--- config.mk ---
export PLATFORM = sky130hd
export DESIGN_NAME = urp_pcie_crc32_ser_flat
export DESIGN_NICKNAME = d
export VERILOG_FILES = /design/src/rtl/urp_pcie_pkg.sv /design/src/rtl/urp_pcie_crc32_ser_if.sv /design/src/rtl/urp_pcie_frame_fifo.sv /design/src/rtl/urp_pcie_crc32_ser.sv /design/src/flat_wrapper.sv
export SDC_FILE = /design/constraint.sdc
export NUM_CORES = 1
export LEC_CHECK = 0
export ABC_CLOCK_PERIOD_IN_PS = 14510
export CAP_MARGIN = 20
export CORE_MARGIN = 5
export CORE_UTILIZATION = 40
export DETAILED_ROUTE_END_ITERATION = 16
export GPL_ROUTABILITY_DRIVEN = 0
export PLACE_DENSITY = 0.63
export SLEW_MARGIN = 5
export SYNTH_ARGS = -nofsm -noshare
export SYNTH_HDL_FRONTEND = slang
export SYNTH_SLANG_ARGS = --single-unit
--- constraint.sdc ---
create_clock -name clk -period 14.51 [get_ports clk]
set_input_delay 2.902 -clock clk [delete_from_list [all_inputs] [get_ports clk]]
set_output_delay 2.902 -clock clk [all_outputs]
set_load 0.01 [all_outputs]
--- src/rtl/urp_pcie_pkg.sv ---
// Shared widths, beat count and serializer FSM state type for the PCIe CRC32 frame serializer.
package urp_pcie_pkg;

  localparam int unsigned DataWidth = 224;
  localparam int unsigned CrcWidth  = 32;
  localparam int unsigned OutWidth  = 64;
  localparam int unsigned FifoDepth = 4;
  localparam int unsigned FrameWidth = DataWidth + CrcWidth;
  localparam int unsigned NumBeats   = FrameWidth / OutWidth;

  typedef enum logic [0:0] {
    StIdle,
    StSend
  } ser_state_e;

  // Width of a counter that indexes 0..beats-1; never narrower than one bit.
  function automatic int unsigned beat_cnt_width(input int unsigned beats);
    return (beats > 1) ? $clog2(beats) : 1;
  endfunction

endpackage

--- src/rtl/urp_pcie_crc32_ser_if.sv ---
// Frame-in / beat-out bus of the CRC32 serializer; slave is the serializer, master drives it.
interface urp_pcie_crc32_ser_if
  import urp_pcie_pkg::*;
#(
  parameter int unsigned DATA_WIDTH = DataWidth,
  parameter int unsigned CRC_WIDTH  = CrcWidth,
  parameter int unsigned OUT_WIDTH  = OutWidth
);

  logic                  valid_i;
  logic [DATA_WIDTH-1:0] data_i;
  logic [CRC_WIDTH-1:0]  checksum_i;
  logic                  ready_i;
  logic                  valid_o;
  logic [OUT_WIDTH-1:0]  data_o;
  logic                  last_o;
  logic                  overflow_o;

  modport master (
    output valid_i,
    output data_i,
    output checksum_i,
    output ready_i,
    input  valid_o,
    input  data_o,
    input  last_o,
    input  overflow_o
  );

  modport slave (
    input  valid_i,
    input  data_i,
    input  checksum_i,
    input  ready_i,
    output valid_o,
    output data_o,
    output last_o,
    output overflow_o
  );

endinterface

--- src/rtl/urp_pcie_frame_fifo.sv ---
// Synchronous frame FIFO; a push while full is taken only when a pop happens on the same edge.
module urp_pcie_frame_fifo #(
  parameter int unsigned WIDTH = 256,
  parameter int unsigned DEPTH = 4,
  localparam int unsigned AddrW = $clog2(DEPTH),
  localparam int unsigned CntW  = AddrW + 1
) (
  input  logic             clk,
  input  logic             rst,
  input  logic             push_i,
  input  logic             pop_i,
  input  logic [WIDTH-1:0] wdata_i,
  output logic [WIDTH-1:0] rdata_o,
  output logic             full_o,
  output logic             empty_o,
  output logic [CntW-1:0]  count_o
);

  logic [WIDTH-1:0] mem_q [DEPTH];
  logic [CntW-1:0]  wr_ptr_q;
  logic [CntW-1:0]  rd_ptr_q;
  logic             do_push;
  logic             do_pop;

  // Extra pointer bit distinguishes full from empty when the addresses match.
  assign count_o = wr_ptr_q - rd_ptr_q;
  assign empty_o = (wr_ptr_q == rd_ptr_q);
  assign full_o  = (count_o == CntW'(DEPTH));

  assign do_pop  = pop_i && !empty_o;
  assign do_push = push_i && (!full_o || do_pop);

  assign rdata_o = mem_q[rd_ptr_q[AddrW-1:0]];

  always_ff @(posedge clk or posedge rst) begin
    if (rst) begin
      wr_ptr_q <= '0;
      rd_ptr_q <= '0;
    end else begin
      if (do_push) begin
        wr_ptr_q <= wr_ptr_q + CntW'(1);
      end
      if (do_pop) begin
        rd_ptr_q <= rd_ptr_q + CntW'(1);
      end
    end
  end

  always_ff @(posedge clk) begin
    if (do_push) begin
      mem_q[wr_ptr_q[AddrW-1:0]] <= wdata_i;
    end
  end

endmodule

--- src/rtl/urp_pcie_crc32_ser.sv ---
// Buffers {checksum, payload} frames and emits them LSB-first as OUT_WIDTH beats with last_o.
// Define URP_PCIE_SER_STATS_EN to add frame_cnt_o / drop_cnt_o statistics outputs.
module urp_pcie_crc32_ser
  import urp_pcie_pkg::*;
#(
  parameter int unsigned DATA_WIDTH = DataWidth,
  parameter int unsigned CRC_WIDTH  = CrcWidth,
  parameter int unsigned OUT_WIDTH  = OutWidth,
  parameter int unsigned FIFO_DEPTH = FifoDepth
) (
  input  logic                       clk,
  input  logic                       rst,
  urp_pcie_crc32_ser_if.slave        bus
`ifdef URP_PCIE_SER_STATS_EN
  ,
  output logic [31:0]                frame_cnt_o,
  output logic [15:0]                drop_cnt_o
`endif
);

  localparam int unsigned FrmW     = DATA_WIDTH + CRC_WIDTH;
  localparam int unsigned Beats    = FrmW / OUT_WIDTH;
  localparam int unsigned BeatCntW = beat_cnt_width(Beats);
  localparam int unsigned CntW     = $clog2(FIFO_DEPTH) + 1;

  ser_state_e            state_q, state_d;
  logic [BeatCntW-1:0]   beat_q, beat_d;
  logic                  armed_q;
  logic                  overflow_q;

  logic [FrmW-1:0]       frame_in;
  logic [FrmW-1:0]       fifo_head;
  logic                  fifo_full;
  logic                  fifo_empty;
  logic [CntW-1:0]       fifo_count;

  logic [Beats-1:0][OUT_WIDTH-1:0] head_beats;

  logic                  sending;
  logic                  last_beat;
  logic                  accept;
  logic                  pop;
  logic                  push;
  logic                  drop;

  assign frame_in   = {bus.checksum_i, bus.data_i};
  assign head_beats = fifo_head;

  assign sending   = (state_q == StSend);
  assign last_beat = (beat_q == BeatCntW'(Beats - 1));
  assign accept    = sending && bus.ready_i;
  assign pop       = accept && last_beat;

  // armed_q blocks the first edge after reset release; no frame is taken or dropped there.
  assign push = armed_q && bus.valid_i && (!fifo_full || pop);
  assign drop = armed_q && bus.valid_i && fifo_full && !pop;

  urp_pcie_frame_fifo #(
    .WIDTH (FrmW),
    .DEPTH (FIFO_DEPTH)
  ) u_frame_fifo (
    .clk     (clk),
    .rst     (rst),
    .push_i  (push),
    .pop_i   (pop),
    .wdata_i (frame_in),
    .rdata_o (fifo_head),
    .full_o  (fifo_full),
    .empty_o (fifo_empty),
    .count_o (fifo_count)
  );

  always_comb begin
    state_d = state_q;
    beat_d  = beat_q;
    unique case (state_q)
      StIdle: begin
        if (!fifo_empty) begin
          state_d = StSend;
        end
      end
      StSend: begin
        if (accept) begin
          if (last_beat) begin
            beat_d = '0;
            // Stay in SEND for a back-to-back frame; the head popped now was the only entry.
            if ((fifo_count == CntW'(1)) && !push) begin
              state_d = StIdle;
            end
          end else begin
            beat_d = beat_q + BeatCntW'(1);
          end
        end
      end
      default: begin
        state_d = StIdle;
        beat_d  = '0;
      end
    endcase
  end

  always_ff @(posedge clk or posedge rst) begin
    if (rst) begin
      state_q    <= StIdle;
      beat_q     <= '0;
      armed_q    <= 1'b0;
      overflow_q <= 1'b0;
    end else begin
      state_q <= state_d;
      beat_q  <= beat_d;
      armed_q <= 1'b1;
      if (drop) begin
        overflow_q <= 1'b1;
      end
    end
  end

  assign bus.valid_o    = sending;
  assign bus.last_o     = sending && last_beat;
  assign bus.data_o     = sending ? head_beats[beat_q] : '0;
  assign bus.overflow_o = overflow_q;

`ifdef URP_PCIE_SER_STATS_EN
  logic [31:0] frame_cnt_q;
  logic [15:0] drop_cnt_q;

  always_ff @(posedge clk or posedge rst) begin
    if (rst) begin
      frame_cnt_q <= '0;
      drop_cnt_q  <= '0;
    end else begin
      if (pop) begin
        frame_cnt_q <= frame_cnt_q + 32'd1;
      end
      if (drop && (drop_cnt_q != 16'hFFFF)) begin
        drop_cnt_q <= drop_cnt_q + 16'd1;
      end
    end
  end

  assign frame_cnt_o = frame_cnt_q;
  assign drop_cnt_o  = drop_cnt_q;
`endif

endmodule

--- src/flat_wrapper.sv ---
// flat-port wrapper written by rule: the top's interface ports become plain ports
module urp_pcie_crc32_ser_flat import urp_pcie_pkg::*;
#(
  parameter int unsigned DATA_WIDTH = DataWidth,
  parameter int unsigned CRC_WIDTH  = CrcWidth,
  parameter int unsigned OUT_WIDTH  = OutWidth,
  parameter int unsigned FIFO_DEPTH = FifoDepth
)
  (clk, rst, bus_valid_i, bus_data_i, bus_checksum_i, bus_ready_i, bus_valid_o, bus_data_o, bus_last_o, bus_overflow_o);
  urp_pcie_crc32_ser_if #(.DATA_WIDTH(DATA_WIDTH), .CRC_WIDTH(CRC_WIDTH), .OUT_WIDTH(OUT_WIDTH)) bus_i ();
  input  logic clk;
  input  logic rst;
  input wire logic [$bits(bus_i.valid_i)-1:0] bus_valid_i;
  input wire logic [$bits(bus_i.data_i)-1:0] bus_data_i;
  input wire logic [$bits(bus_i.checksum_i)-1:0] bus_checksum_i;
  input wire logic [$bits(bus_i.ready_i)-1:0] bus_ready_i;
  output wire logic [$bits(bus_i.valid_o)-1:0] bus_valid_o;
  output wire logic [$bits(bus_i.data_o)-1:0] bus_data_o;
  output wire logic [$bits(bus_i.last_o)-1:0] bus_last_o;
  output wire logic [$bits(bus_i.overflow_o)-1:0] bus_overflow_o;
  assign bus_i.valid_i = bus_valid_i;
  assign bus_i.data_i = bus_data_i;
  assign bus_i.checksum_i = bus_checksum_i;
  assign bus_i.ready_i = bus_ready_i;
  assign bus_valid_o = bus_i.valid_o;
  assign bus_data_o = bus_i.data_o;
  assign bus_last_o = bus_i.last_o;
  assign bus_overflow_o = bus_i.overflow_o;
  urp_pcie_crc32_ser #(.DATA_WIDTH(DATA_WIDTH), .CRC_WIDTH(CRC_WIDTH), .OUT_WIDTH(OUT_WIDTH), .FIFO_DEPTH(FIFO_DEPTH)) u_core (.clk(clk), .rst(rst), .bus(bus_i));
endmodule
Word level (Yosys, flattened, before mapping)

Memories as Yosys holds them, arrays and structs flattened.
Cells that the tools add are included.

Order comparisons: 1
Reduce and logical (&&, ||, !) cells: 17
$add $sub $neg: 4
Equal/unequal tests: 4
Bitwise operators: 1
Muxes and demuxes: 11

Operators by type and width:

| kind                                                        | number |
|---|---|
| binary-select mux 64 bit (select 2 bit)                     | 1 |
| two-way mux 64 bit                                          | 2 |
| logical AND 1 bit                                           | 10 |
| adder 3 x 1 -> 3 bit (second input constant)                | 2 |
| two-way mux 1 bit                                           | 6 |
| zero test 1 bit                                             | 4 |
| == test 3 x 1 -> 1 bit (second input constant)              | 1 |
| == test 3 bit                                               | 1 |
| == test 3 bit (second input constant)                       | 1 |
| less-than comparator 2 x 3 -> 1 bit (second input constant) | 1 |
| subtractor 3 bit                                            | 1 |
| adder 2 x 1 -> 2 bit (second input constant)                | 1 |
| == test 2 bit (second input constant)                       | 1 |
| logical OR 1 bit                                            | 2 |
| two-way mux 2 bit                                           | 1 |
| one-hot mux 1 bit (2 select lines)                          | 1 |
| AND reduction 2 bit                                         | 1 |
| NOT 1 bit                                                   | 1 |

RAM bits: 1024
Memories kept: 1
Input bits: 260
Output and inout bits: 67
Logic and storage cells: 45
Register bits: 11

Memory list:

| name                      | depth | bits a word | rd ports | clocked after Yosys merged registers in | write ports | line                      | text |
|---|---|---|---|---|---|---|---|
| u_core.u_frame_fifo.mem_q | 4     | 256         | 1        | 0                                       | 1           | urp_pcie_frame_fifo.sv:19 | `logic [WIDTH-1:0] mem_q [DEPTH];` |

Logic depth before layout (Yosys ltp)

Gate-level depths: netlist of the first run.

Word-level depth: 11
Depth in mapped cells: 7

Hierarchy

A second synthesis of the first run with hierarchy kept.

Cells, all modules: 1622
Area, all modules: 39470.4 sq um

Modules (own cells, without submodules):

| module              | area an instance (sq um) | times used | cells each |
|---|---|---|---|
| urp_pcie_frame_fifo | 37255.7                  | 1          | 1379 |
| urp_pcie_crc32_ser  | 2214.6                   | 1          | 243 |

Worst setup path before layout of the first run

No wires, ideal clock.

Path kind: input-to-reg
Start: input bus_ready_i
End: memory u_core.u_frame_fifo.mem_q[3][0], enable pin
Arrival time: 9827 ps
Library setup time: 666 ps
Path buffers: 0
Setup slack: 4017 ps
Cell stages on the path: 3
Path through: nand3_1 > a31o_2 > a211oi_4

Longest elaborated chain between the ends: 7

RTL lines:

| item                                                         | line                                                | text |
|---|---|---|
| start: declaration                                           | flat_wrapper.sv:16                                  | `input wire logic [$bits(bus_i.ready_i)-1:0] bus_ready_i;` |
| logical AND 1 bit *                                          | urp_pcie_crc32_ser.sv:51                            | `assign accept = sending && bus.ready_i;` |
| logical AND 1 bit *                                          | urp_pcie_crc32_ser.sv:52                            | `assign pop = accept && last_beat;` |
| logical OR 1 bit / logical AND 1 bit (equally long branches) | urp_pcie_crc32_ser.sv:55, urp_pcie_frame_fifo.sv:30 |  |
| logical AND 1 bit / logical OR 1 bit (equally long branches) | urp_pcie_crc32_ser.sv:55, urp_pcie_frame_fifo.sv:31 |  |
| logical AND 1 bit *                                          | urp_pcie_frame_fifo.sv:31                           | `assign do_push = push_i && (!full_o \|\| do_pop);` |
| two-way mux 1 bit *                                          | urp_pcie_frame_fifo.sv:50                           | `if (do_push) begin` |
| two-way mux 1 bit (not written as such) *                    | urp_pcie_frame_fifo.sv:51                           | `mem_q[wr_ptr_q[AddrW-1:0]] <= wdata_i;` |
| end: declaration                                             | urp_pcie_frame_fifo.sv:19                           |  |

Every way passes the cells marked *; elsewhere a longest branch is shown, timed or not.

Worst setup path in the final report of the first run

Start: register u_core.u_frame_fifo.rd_ptr_q[0]
End: output bus_data_o[28]

Longest elaborated chain between the ends: 4

RTL lines:

| item                                     | line                      | text |
|---|---|---|
| start: declaration                       | urp_pcie_frame_fifo.sv:21 | `logic [CntW-1:0] rd_ptr_q;` |
| start signal: assignment                 | urp_pcie_frame_fifo.sv:44 | `rd_ptr_q <= rd_ptr_q + CntW'(1);` |
| memory (4 x 256 bit)                     | --                        |  |
| binary-select mux 64 bit (select 2 bit)  | urp_pcie_crc32_ser.sv:120 | `assign bus.data_o = sending ? head_beats[beat_q] : '0;` |
| two-way mux 64 bit (not written as such) | urp_pcie_crc32_ser.sv:120 |  |
| two-way mux 64 bit                       | urp_pcie_crc32_ser.sv:120 |  |
| end: declaration                         | flat_wrapper.sv:18        | `output wire logic [$bits(bus_i.data_o)-1:0] bus_data_o;` |

No other way between the ends. The select of a mux whose other input is x is not followed.

==> impl_metrics.json, run 1 <==
{
  "status": "finished clean",
  "route.detailed.drc": 0,
  "grt_max_degree": 145,
  "cp_max_fo": 141,
  "hold_viol": 0,
  "antenna_found_initial": 18,
  "holdWs_ns": 0.480,
  "area.growth.synth_to_final_pct": 19.7,
  "maxCapViolations": 0,
  "vias_per_cell": 5.34,
  "cp.required_ns": 11.61,
  "ctsHtreeMaxLevel": 3,
  "grt_pass1_vias": 21800,
  "ys_ff_latch": 1035,
  "io_buffers": 326,
  "path_class": "flip-flop to primary output",
  "cts_tree": "built",
  "numCtsBuffers": 106,
  "hpwl_um": 51500,
  "async_flop_share_pct": 1.06,
  "die_w_um": 327,
  "ant_nets": 0,
  "fp.dieH_um": 327,
  "cts_resized": 0,
  "via_count": 20700,
  "min_period_ns": 7.93,
  "ir_drop_mv": 0.257,
  "drv_slew": 0,
  "clk_latency_ns": 0.67,
  "max_freq_ghz": 0.126,
  "max_slew_margin_pct": 19.6,
  "p_leak_nw": 16.7,
  "start_util_pct": 40.2,
  "ys.flop_type": "edfxtp_1",
  "final_common_cell": "edfxtp_1",
  "cts.sinks": 1035,
  "die-area_um2": 107000,
  "cp-start-kind": "flip-flop",
  "netlist_area_um2": 40100,
  "synthesis.nets": 2421,
  "grt_usage_pct": 16.7,
  "synth.avg_cell_area_um2": 18.6,
  "fin_area_um2": 48000,
  "core_um2": 99900,
  "synth-seq-area-share_pct": 77.4,
  "finalWirelength_um": 91500,
  "skew_ns": 0.0150,
  "final-setup-viol-count": 0,
  "place_area_um2": 44600,
  "pin_count": 327,
  "power_density_nw_per_um2": 200,
  "clock_tree.root_cell": "clkbuf_16",
  "netlist_instances": 2152,
  "num_rows": 116,
  "fin_tns_setup_ns": 0,
  "critPathCaptureType": "primary output",
  "fin_nets": 2763,
  "dr.pass1.iters": 6,
  "ys_warn_count": 0,
  "crit_chain": "buf_12 > buf_4 > mux2i_1 > a22oi_1 > nand2_1 > o22ai_1 > clkdlybuf4s50_1",
  "yosysUniqueCellTypes": 35,
  "tightestPinTransition_ns": 1.21,
  "path_clk_slew_ns": 0.06,
  "post-route-period-util_pct": 54.6,
  "hold_buffers": 0,
  "wl_per_cell_um": 23.6,
  "drive_gt1_share_pct": 8.26,
  "crit_slowest_cell": "buf_4",
  "hold_class": "flip-flop to flip-flop",
  "grt_setup_unrepaired": "no",
  "cts_setup_buffers": 0,
  "layout_common_cells": "edfxtp_1 (1024), mux2i_1 (496), clkdlybuf4s50_1 (326)",
  "slowest_delay_ns": 0.99,
  "synth_edf_count": 1024,
  "drt-initial-drc-count": 1371,
  "overflow": 0,
  "ctsLongestPathBuffers": 3,
  "crit_arrival_ns": 5.03,
  "grt_pass1_wl_um": 136000
}
[metal layers]
layer | vias to the layer above | routed length, um | track usage [%]
met5 | - | 118 | 0
li1 | 9389 | - | -
met2 | 520 | 46500 | 29.0
met1 | 10700 | 37400 | 20.8
met3 | 156 | 5070 | 3.68
met4 | 16 | 2380 | 5.72
[worst max-delay path: cells and delay by family, from the launching register on]
kind            cells  cell delay (ns)
flops               1             0.89
buf+inv             3             2.24
compound gates      2             0.45
mux                 1             0.21
simple gates        1             0.13
[kinds of logic after synthesis]
| logic type | count (synthesis) | share of synthesized area (%) |
|---|---|---|
| fa+ha+maj | 9 | 0.300 |
| buf+inv | 130 | 1.92 |
| other cells | 1 | 0.00935 |
| flops | 1035 | 77.4 |
| mux | 508 | 13.0 |
| simple gates | 138 | 1.38 |
| xor+xnor | 6 | 0.169 |
| compound gates | 325 | 5.89 |
[report_power, final]
part	switching (W)	internal, W	leakage (nW)
Sequential	0.000130	0.00372	9.42
Clock	0.00110	0.00156	1.68
Combinational	0.00183	0.00128	5.61
Total	0.00306	0.00656	16.7
[state kept, by name (all words and copies together) (netlist names)]
register and flops:
u_core.bus.overflow_o 1, u_core.bus.valid_o 1, u_core.armed_q 1, u_core.u_frame_fifo.wr_ptr_q 3, u_core.u_frame_fifo.mem_q 1024, u_core.u_frame_fifo.rd_ptr_q 3, u_core.beat_q 2
[worst paths after layout]
kind / start / endpoint / slack [ns] / depth (start not counted)
worst min-delay path: u_core.bus.overflow_o / u_core.bus.overflow_o / 0.48 / 1
worst min register to register: u_core.bus.overflow_o / u_core.bus.overflow_o / 0.48 / 1
worst max register to register: u_core.u_frame_fifo.rd_ptr_q[0] / u_core.u_frame_fifo.mem_q[2][151] / 9.47 / 8
max in group asynchronous: rst / u_core.u_frame_fifo.rd_ptr_q[0] / 11.64 / 2
min in group asynchronous: rst / u_core.bus.overflow_o / 2.53 / 2
worst max-delay path: u_core.u_frame_fifo.rd_ptr_q[0] / bus_data_o[28] / 6.58 / 7
[Yosys cell counts, types with 3 or more instances]
master    instances  area share [%]
nand2_1         123             1.2
edfxtp_1       1024              77
and2_1            5           0.078
nor2_1            3           0.028
mux4_2            8            0.45
a221oi_1          8            0.17
xnor2_1           3           0.066
o21ai_1          16            0.20
buf_6            18            0.51
mux2i_1         496              12
dfrtp_1          11            0.69
buf_2             6           0.075
buf_4            37            0.69
ha_1              8            0.25
o22ai_1          56            0.87
inv_1             6           0.056
buf_1             6           0.056
mux2_2            3           0.084
clkbuf_1         57            0.53
a22oi_1         240             4.5
[per-stage QoR]
| step | utilization, % | cells | power (W) | setup WS [ns] |
|---|---|---|---|---|
| floorplan | - | 2152 | 0.00596 | 4.02 |
| global placement | 44.6 | 3684 | 0.00701 | 7.39 |
| detailed placement | 44.6 | 3684 | 0.00706 | 7.33 |
| CTS | 48.0 | 3876 | 0.00974 | 6.57 |
| global route | 48.1 | 3880 | 0.0101 | 6.36 |
| finish | 48.1 | 3886 | 0.00962 | 6.58 |
[final cells by class]
| class | count | area, um^2 |
|---|---|---|
| fill | 8322 | 51900 |
| timing repair buffer | 358 | 3540 |
| clock inverter | 70 | 682 |
| multi-input combinational | 987 | 8350 |
| sequential | 1035 | 31000 |
| inverter | 6 | 22.5 |
| clock buffer | 122 | 2730 |
| tap | 1298 | 1620 |
| antenna | 10 | 25.0 |
Note: power is estimated with default switching activity, not from simulation.
==> run 2, diff against run 1 <==
--- a/config.mk
+++ b/config.mk
@@ -5,13 +5,13 @@
 export SDC_FILE = /design/constraint.sdc
 export NUM_CORES = 1
 export LEC_CHECK = 0
-export ABC_CLOCK_PERIOD_IN_PS = 14510
+export ABC_CLOCK_PERIOD_IN_PS = 6400
 export CAP_MARGIN = 20
 export CORE_MARGIN = 5
 export CORE_UTILIZATION = 40
 export DETAILED_ROUTE_END_ITERATION = 16
 export GPL_ROUTABILITY_DRIVEN = 0
-export PLACE_DENSITY = 0.63
+export PLACE_DENSITY = 0.66
 export SLEW_MARGIN = 5
 export SYNTH_ARGS = -nofsm -noshare
 export SYNTH_HDL_FRONTEND = slang
==> constraint.sdc (replaced) <==
create_clock -name clk -period 6.4 [get_ports clk]
set_input_delay 1.28 -clock clk [delete_from_list [all_inputs] [get_ports clk]]
set_output_delay 1.28 -clock clk [all_outputs]
set_load 0.01 [all_outputs]
==> impl_metrics.json, run 2 (same netlist as run 1, synthesis figures left out) <==
{
  "fp.dieH_um": 327,
  "finalWirelength_um": 92000,
  "ir_drop_mv": 0.439,
  "status": "finished clean",
  "drive_gt1_share_pct": 8.48,
  "grt_pass1_wl_um": 137000,
  "start_util_pct": 40.2,
  "vias_per_cell": 5.28,
  "crit_arrival_ns": 3.91,
  "seq_area_um2": 31000,
  "crit_chain": "nor2_4 > buf_4 > a22oi_1 > nand2_1 > o22ai_1 > clkdlybuf4s50_1",
  "drv_slew": 0,
  "hold_class": "flip-flop to flip-flop",
  "cts_setup_buffers": 0,
  "die-area_um2": 107000,
  "core_um2": 99900,
  "clock_tree.root_cell": "clkbuf_16",
  "path_class": "flip-flop to primary output",
  "cp_max_fo": 49,
  "largest_reg_flops": 1024,
  "io_buffers": 326,
  "fin_nets": 2780,
  "critPathCaptureType": "primary output",
  "multi_input_area_um2": 8370,
  "route.detailed.drc": 0,
  "hpwl_um": 53500,
  "path_buf_inv": 2,
  "cts_tree": "built",
  "cts.sinks": 1035,
  "dr.pass1.iters": 5,
  "grt_usage_pct": 16.9,
  "ctsLongestPathBuffers": 3,
  "area.growth.synth_to_final_pct": 20.7,
  "pin_count": 327,
  "place_area_um2": 45000,
  "crit_slowest_cell": "nor2_4",
  "wl_per_cell_um": 23.6,
  "num_rows": 116,
  "ant_nets": 0,
  "final-setup-viol-count": 0,
  "layout_common_cells": "edfxtp_1 (1024), mux2i_1 (496), clkdlybuf4s50_1 (326)",
  "die_w_um": 327,
  "grt_max_degree": 126,
  "final_common_cell": "edfxtp_1",
  "path_clk_slew_ns": 0.06,
  "critical_path.top_delay_family": "buffers and inverters",
  "hold_viol": 0,
  "power_w": 0.0218,
  "cts_resized": 0,
  "antenna_found_initial": 23,
  "p_leak_nw": 16.8,
  "ctsHtreeMaxLevel": 3,
  "power_density_nw_per_um2": 451,
  "numCtsBuffers": 107,
  "hold_buffers": 0,
  "cp.required_ns": 5.12,
  "skew_ns": 0.0220,
  "max_freq_ghz": 0.193,
  "drt-initial-drc-count": 1412,
  "fin_area_um2": 48400,
  "fillers": 8188,
  "grt_pass1_vias": 22100,
  "maxCapViolations": 0,
  "grt_setup_unrepaired": "no",
  "overflow": 0,
  "slowest_delay_ns": 0.73,
  "max_slew_margin_pct": 28.3,
  "cp-start-kind": "flip-flop",
  "via_count": 20600,
  "clk_latency_ns": 0.68,
  "post-route-period-util_pct": 81.1,
  "min_period_ns": 5.19,
  "tightestPinTransition_ns": 1.07
}
-- run 2: cell count changes in the layout (fill, tap and decap cells not counted), moves of 3 or more --
cell	previous run	this run
buf_12	3	26
inv_6	4	0
bufinv_16	12	7
clkbuf_1	15	29
clkinvlp_4	2	5
clkinv_2	23	15
clkinv_1	23	19
buf_4	29	22
clkbuf_16	107	113
-- run 2: metrics by stage --
| stage | hold WS, ns | worst slack [ns] | setup TNS, ns | utilization [%] | instances |
|---|---|---|---|---|---|
| detailed placement | 0.512 | 1.89 | 0 | 45.1 | 3700 |
| global route | 0.542 | 1.05 | 0 | 48.4 | 3892 |
| CTS | 0.521 | 1.13 | 0 | 48.4 | 3891 |
| finish | 0.516 | 1.21 | 0 | 48.5 | 3903 |
| global placement | 0.511 | 1.95 | 0 | 45.1 | 3700 |
| floorplan | 0.483 | -2.16 | -555.79 | - | 2152 |
-- run 2: final cells by class --
cell class / count / area share [%]
clock buffers: 142 / 6.07
diodes: 12 / 0.0621
multi-input cells: 987 / 17.3
well taps: 1298 / 3.36
flip-flops and latches: 1035 / 64.1
clock inverters: 49 / 0.879
inverters: 6 / 0.0465
repair buffers: 374 / 8.16
-- run 2: final timing paths --
path | depth (start not counted) | start | slack, ns | to
max reg2reg | 6 | u_core.u_frame_fifo.rd_ptr_q[0] | 2.26 | u_core.u_frame_fifo.mem_q[2][107]
min | 1 | u_core.u_frame_fifo.rd_ptr_q[2] | 0.52 | u_core.u_frame_fifo.rd_ptr_q[2]
max in group asynchronous | 2 | rst | 5.08 | u_core.u_frame_fifo.rd_ptr_q[0]
min in group asynchronous | 2 | rst | 0.97 | u_core.bus.valid_o
min reg2reg | 1 | u_core.u_frame_fifo.rd_ptr_q[2] | 0.52 | u_core.u_frame_fifo.rd_ptr_q[2]
max | 6 | u_core.beat_q[0] | 1.21 | bus_data_o[11]
-- run 2: power breakdown --
group	internal, W	switching [W]	total (W)
logic	0.00303	0.00411	0.00714
registers	0.00842	0.000325	0.00874
clock network	0.00348	0.00246	0.00594
total	0.0149	0.00690	0.0218
-- run 2: per-layer routing --
| metal | global-route usage (%) | part of all wire, % | up-vias |
|---|---|---|---|
| li1 | - | - | 9426 |
| met4 | 5.02 | 2.4 | 22 |
| met3 | 4.76 | 6.6 | 152 |
| met1 | 20.4 | 40 | 10500 |
| met5 | 0 | 0.16 | - |
| met2 | 29.6 | 51 | 560 |
==> run 3, diff against run 2 <==
--- a/config.mk
+++ b/config.mk
@@ -5,7 +5,7 @@
 export SDC_FILE = /design/constraint.sdc
 export NUM_CORES = 1
 export LEC_CHECK = 0
-export ABC_CLOCK_PERIOD_IN_PS = 6400
+export ABC_CLOCK_PERIOD_IN_PS = 4700
 export CAP_MARGIN = 20
 export CORE_MARGIN = 5
 export CORE_UTILIZATION = 40
==> constraint.sdc (replaced) <==
create_clock -name clk -period 4.7 [get_ports clk]
set_input_delay 0.94 -clock clk [delete_from_list [all_inputs] [get_ports clk]]
set_output_delay 0.94 -clock clk [all_outputs]
set_load 0.01 [all_outputs]
==> impl_metrics.json, run 3 (same netlist as run 1, synthesis figures left out) <==
{
  "power_w": 0.0302,
  "layout_common_cells": "edfxtp_1 (1024), mux2i_1 (496), clkdlybuf4s50_1 (326)",
  "die_w_um": 327,
  "wl_per_cell_um": 23.5,
  "crit_arrival_ns": 3.36,
  "hpwl_um": 54900,
  "cp_max_fo": 88,
  "clk_latency_ns": 0.67,
  "ant_nets": 0,
  "p_leak_nw": 17.1,
  "cp-start-kind": "flip-flop",
  "cts_resized": 0,
  "drv_slew": 0,
  "hold_buffers": 0,
  "cts.sinks": 1035,
  "finalWirelength_um": 92500,
  "ir_drop_mv": 0.537,
  "area.growth.synth_to_final_pct": 22.0,
  "seq_power_share_pct": 39.1,
  "min_period_ns": 4.30,
  "fp.dieH_um": 327,
  "p_clk_share_pct": 27.5,
  "grt_usage_pct": 16.8,
  "status": "finished clean",
  "maxCapViolations": 0,
  "cts_tree": "built",
  "hold_viol": 0,
  "switching_share_pct": 31.6,
  "grt_max_degree": 89,
  "drive_gt1_share_pct": 9.74,
  "max_freq_ghz": 0.233,
  "ctsLongestPathBuffers": 3,
  "route.detailed.drc": 0,
  "path_class": "flip-flop to primary output",
  "max_slew_margin_pct": 38.3,
  "p_comb_share_pct": 33.4,
  "num_rows": 116,
  "io_buffers": 326,
  "ctsHtreeMaxLevel": 3,
  "skew_ns": 0.0201,
  "largest_reg_flops": 1024,
  "final_common_cell": "edfxtp_1",
  "final-setup-viol-count": 0,
  "via_count": 20900,
  "cp.required_ns": 3.76,
  "post-route-period-util_pct": 91.5,
  "cts_setup_buffers": 0,
  "worst_slack_ns": 0.401,
  "fin_nets": 2801,
  "dr.pass1.iters": 5,
  "fin_tns_setup_ns": 0,
  "grt_pass1_vias": 21800,
  "overflow": 0,
  "tightestPinTransition_ns": 0.926,
  "numCtsBuffers": 106,
  "vias_per_cell": 5.30,
  "start_util_pct": 40.2,
  "critPathCaptureType": "primary output",
  "power_density_nw_per_um2": 618,
  "drt-initial-drc-count": 1525,
  "grt_pass1_wl_um": 137000,
  "hold_class": "flip-flop to flip-flop",
  "grt_setup_unrepaired": "no",
  "path_clk_slew_ns": 0.06,
  "clock_tree.root_cell": "clkbuf_16",
  "core_um2": 99900,
  "power.switching_w": 0.00955,
  "pin_count": 327,
  "die-area_um2": 107000,
  "power.internal_w": 0.0207,
  "pre_cts_ws_ns": 0.929,
  "fillers": 8102,
  "antenna_found_initial": 32
}
## run 3: changes by cell type in the layout (fill, tap and decap cells not counted), moves of 5 or more
cell	change
clkbuf_1	-13
buf_12	+18
clkinv_1	+5
bufinv_16	+6
diode_2	+5
inv_6	+5
## run 3: layout make-up
type | count | area, um^2 | share of cell area (%)
Multi-Input combinational cell | 987 | 8360 | 17.1
Antenna cell | 17 | 42.5 | 0.0870
Clock buffer | 125 | 2790 | 5.70
Tap cell | 1298 | 1620 | 3.32
Sequential cell | 1035 | 31000 | 63.5
Timing Repair Buffer | 396 | 4340 | 8.87
Clock inverter | 70 | 691 | 1.41
Inverter | 6 | 22.5 | 0.0461
## run 3: metal layers
| layer | vias up | track usage, % | part of all wire, % |
|---|---|---|---|
| met5 | - | 0 | 0.19 |
| met4 | 26 | 5.40 | 2.0 |
| met3 | 143 | 4.56 | 6.6 |
| met2 | 546 | 28.4 | 50 |
| met1 | 10700 | 21.3 | 41 |
| li1 | 9481 | - | - |
## run 3: stage by stage
step                      hold WS, ns  cells  utilization [%]  cell area (um^2)
after floorplan                 0.483   2152                -             40100
after detailed placement        0.482   3722             45.4             45400
after global routing            0.525   3926             48.9             48900
after global placement          0.459   3722             45.4             45400
after CTS                       0.495   3917             48.9             48900
final                           0.490   3934             49.0             48900
## run 3: power by group through the flow
| stage | Combinational [W] | Sequential [W] | Clock, W |
|---|---|---|---|
| after floorplan | 0.00623 | 0.0120 | 0 |
| after global placement | 0.0101 | 0.0119 | 0 |
| after detailed placement | 0.0102 | 0.0120 | 0 |
| after CTS | 0.0102 | 0.0118 | 0.00853 |
| after global routing | 0.0108 | 0.0119 | 0.00894 |
| final | 0.0101 | 0.0118 | 0.00833 |
## run 3: worst max-delay path, cell delays in order (launching register included)
cell and delay, ns:
dfrtp_4 0.74, buf_12 0.53, mux2i_1 0.16, a22oi_1 0.21, nand2_1 0.07, o22ai_1 0.25, clkdlybuf4s50_1 0.63
## run 3: final timing paths
check                                           startpoint                          endpoint  slack (ns)  depth (start not counted)
setup / recovery           u_core.u_frame_fifo.rd_ptr_q[0]                    bus_data_o[15]        0.40                          6
hold / removal                       u_core.bus.overflow_o             u_core.bus.overflow_o        0.49                          1
setup reg to reg           u_core.u_frame_fifo.rd_ptr_q[0]  u_core.u_frame_fifo.mem_q[2][39]        1.22                          7
hold reg to reg                      u_core.bus.overflow_o             u_core.bus.overflow_o        0.49                          1
max in group asynchronous                              rst   u_core.u_frame_fifo.rd_ptr_q[0]        3.72                          2
min in group asynchronous                              rst   u_core.u_frame_fifo.wr_ptr_q[1]        0.62                          2
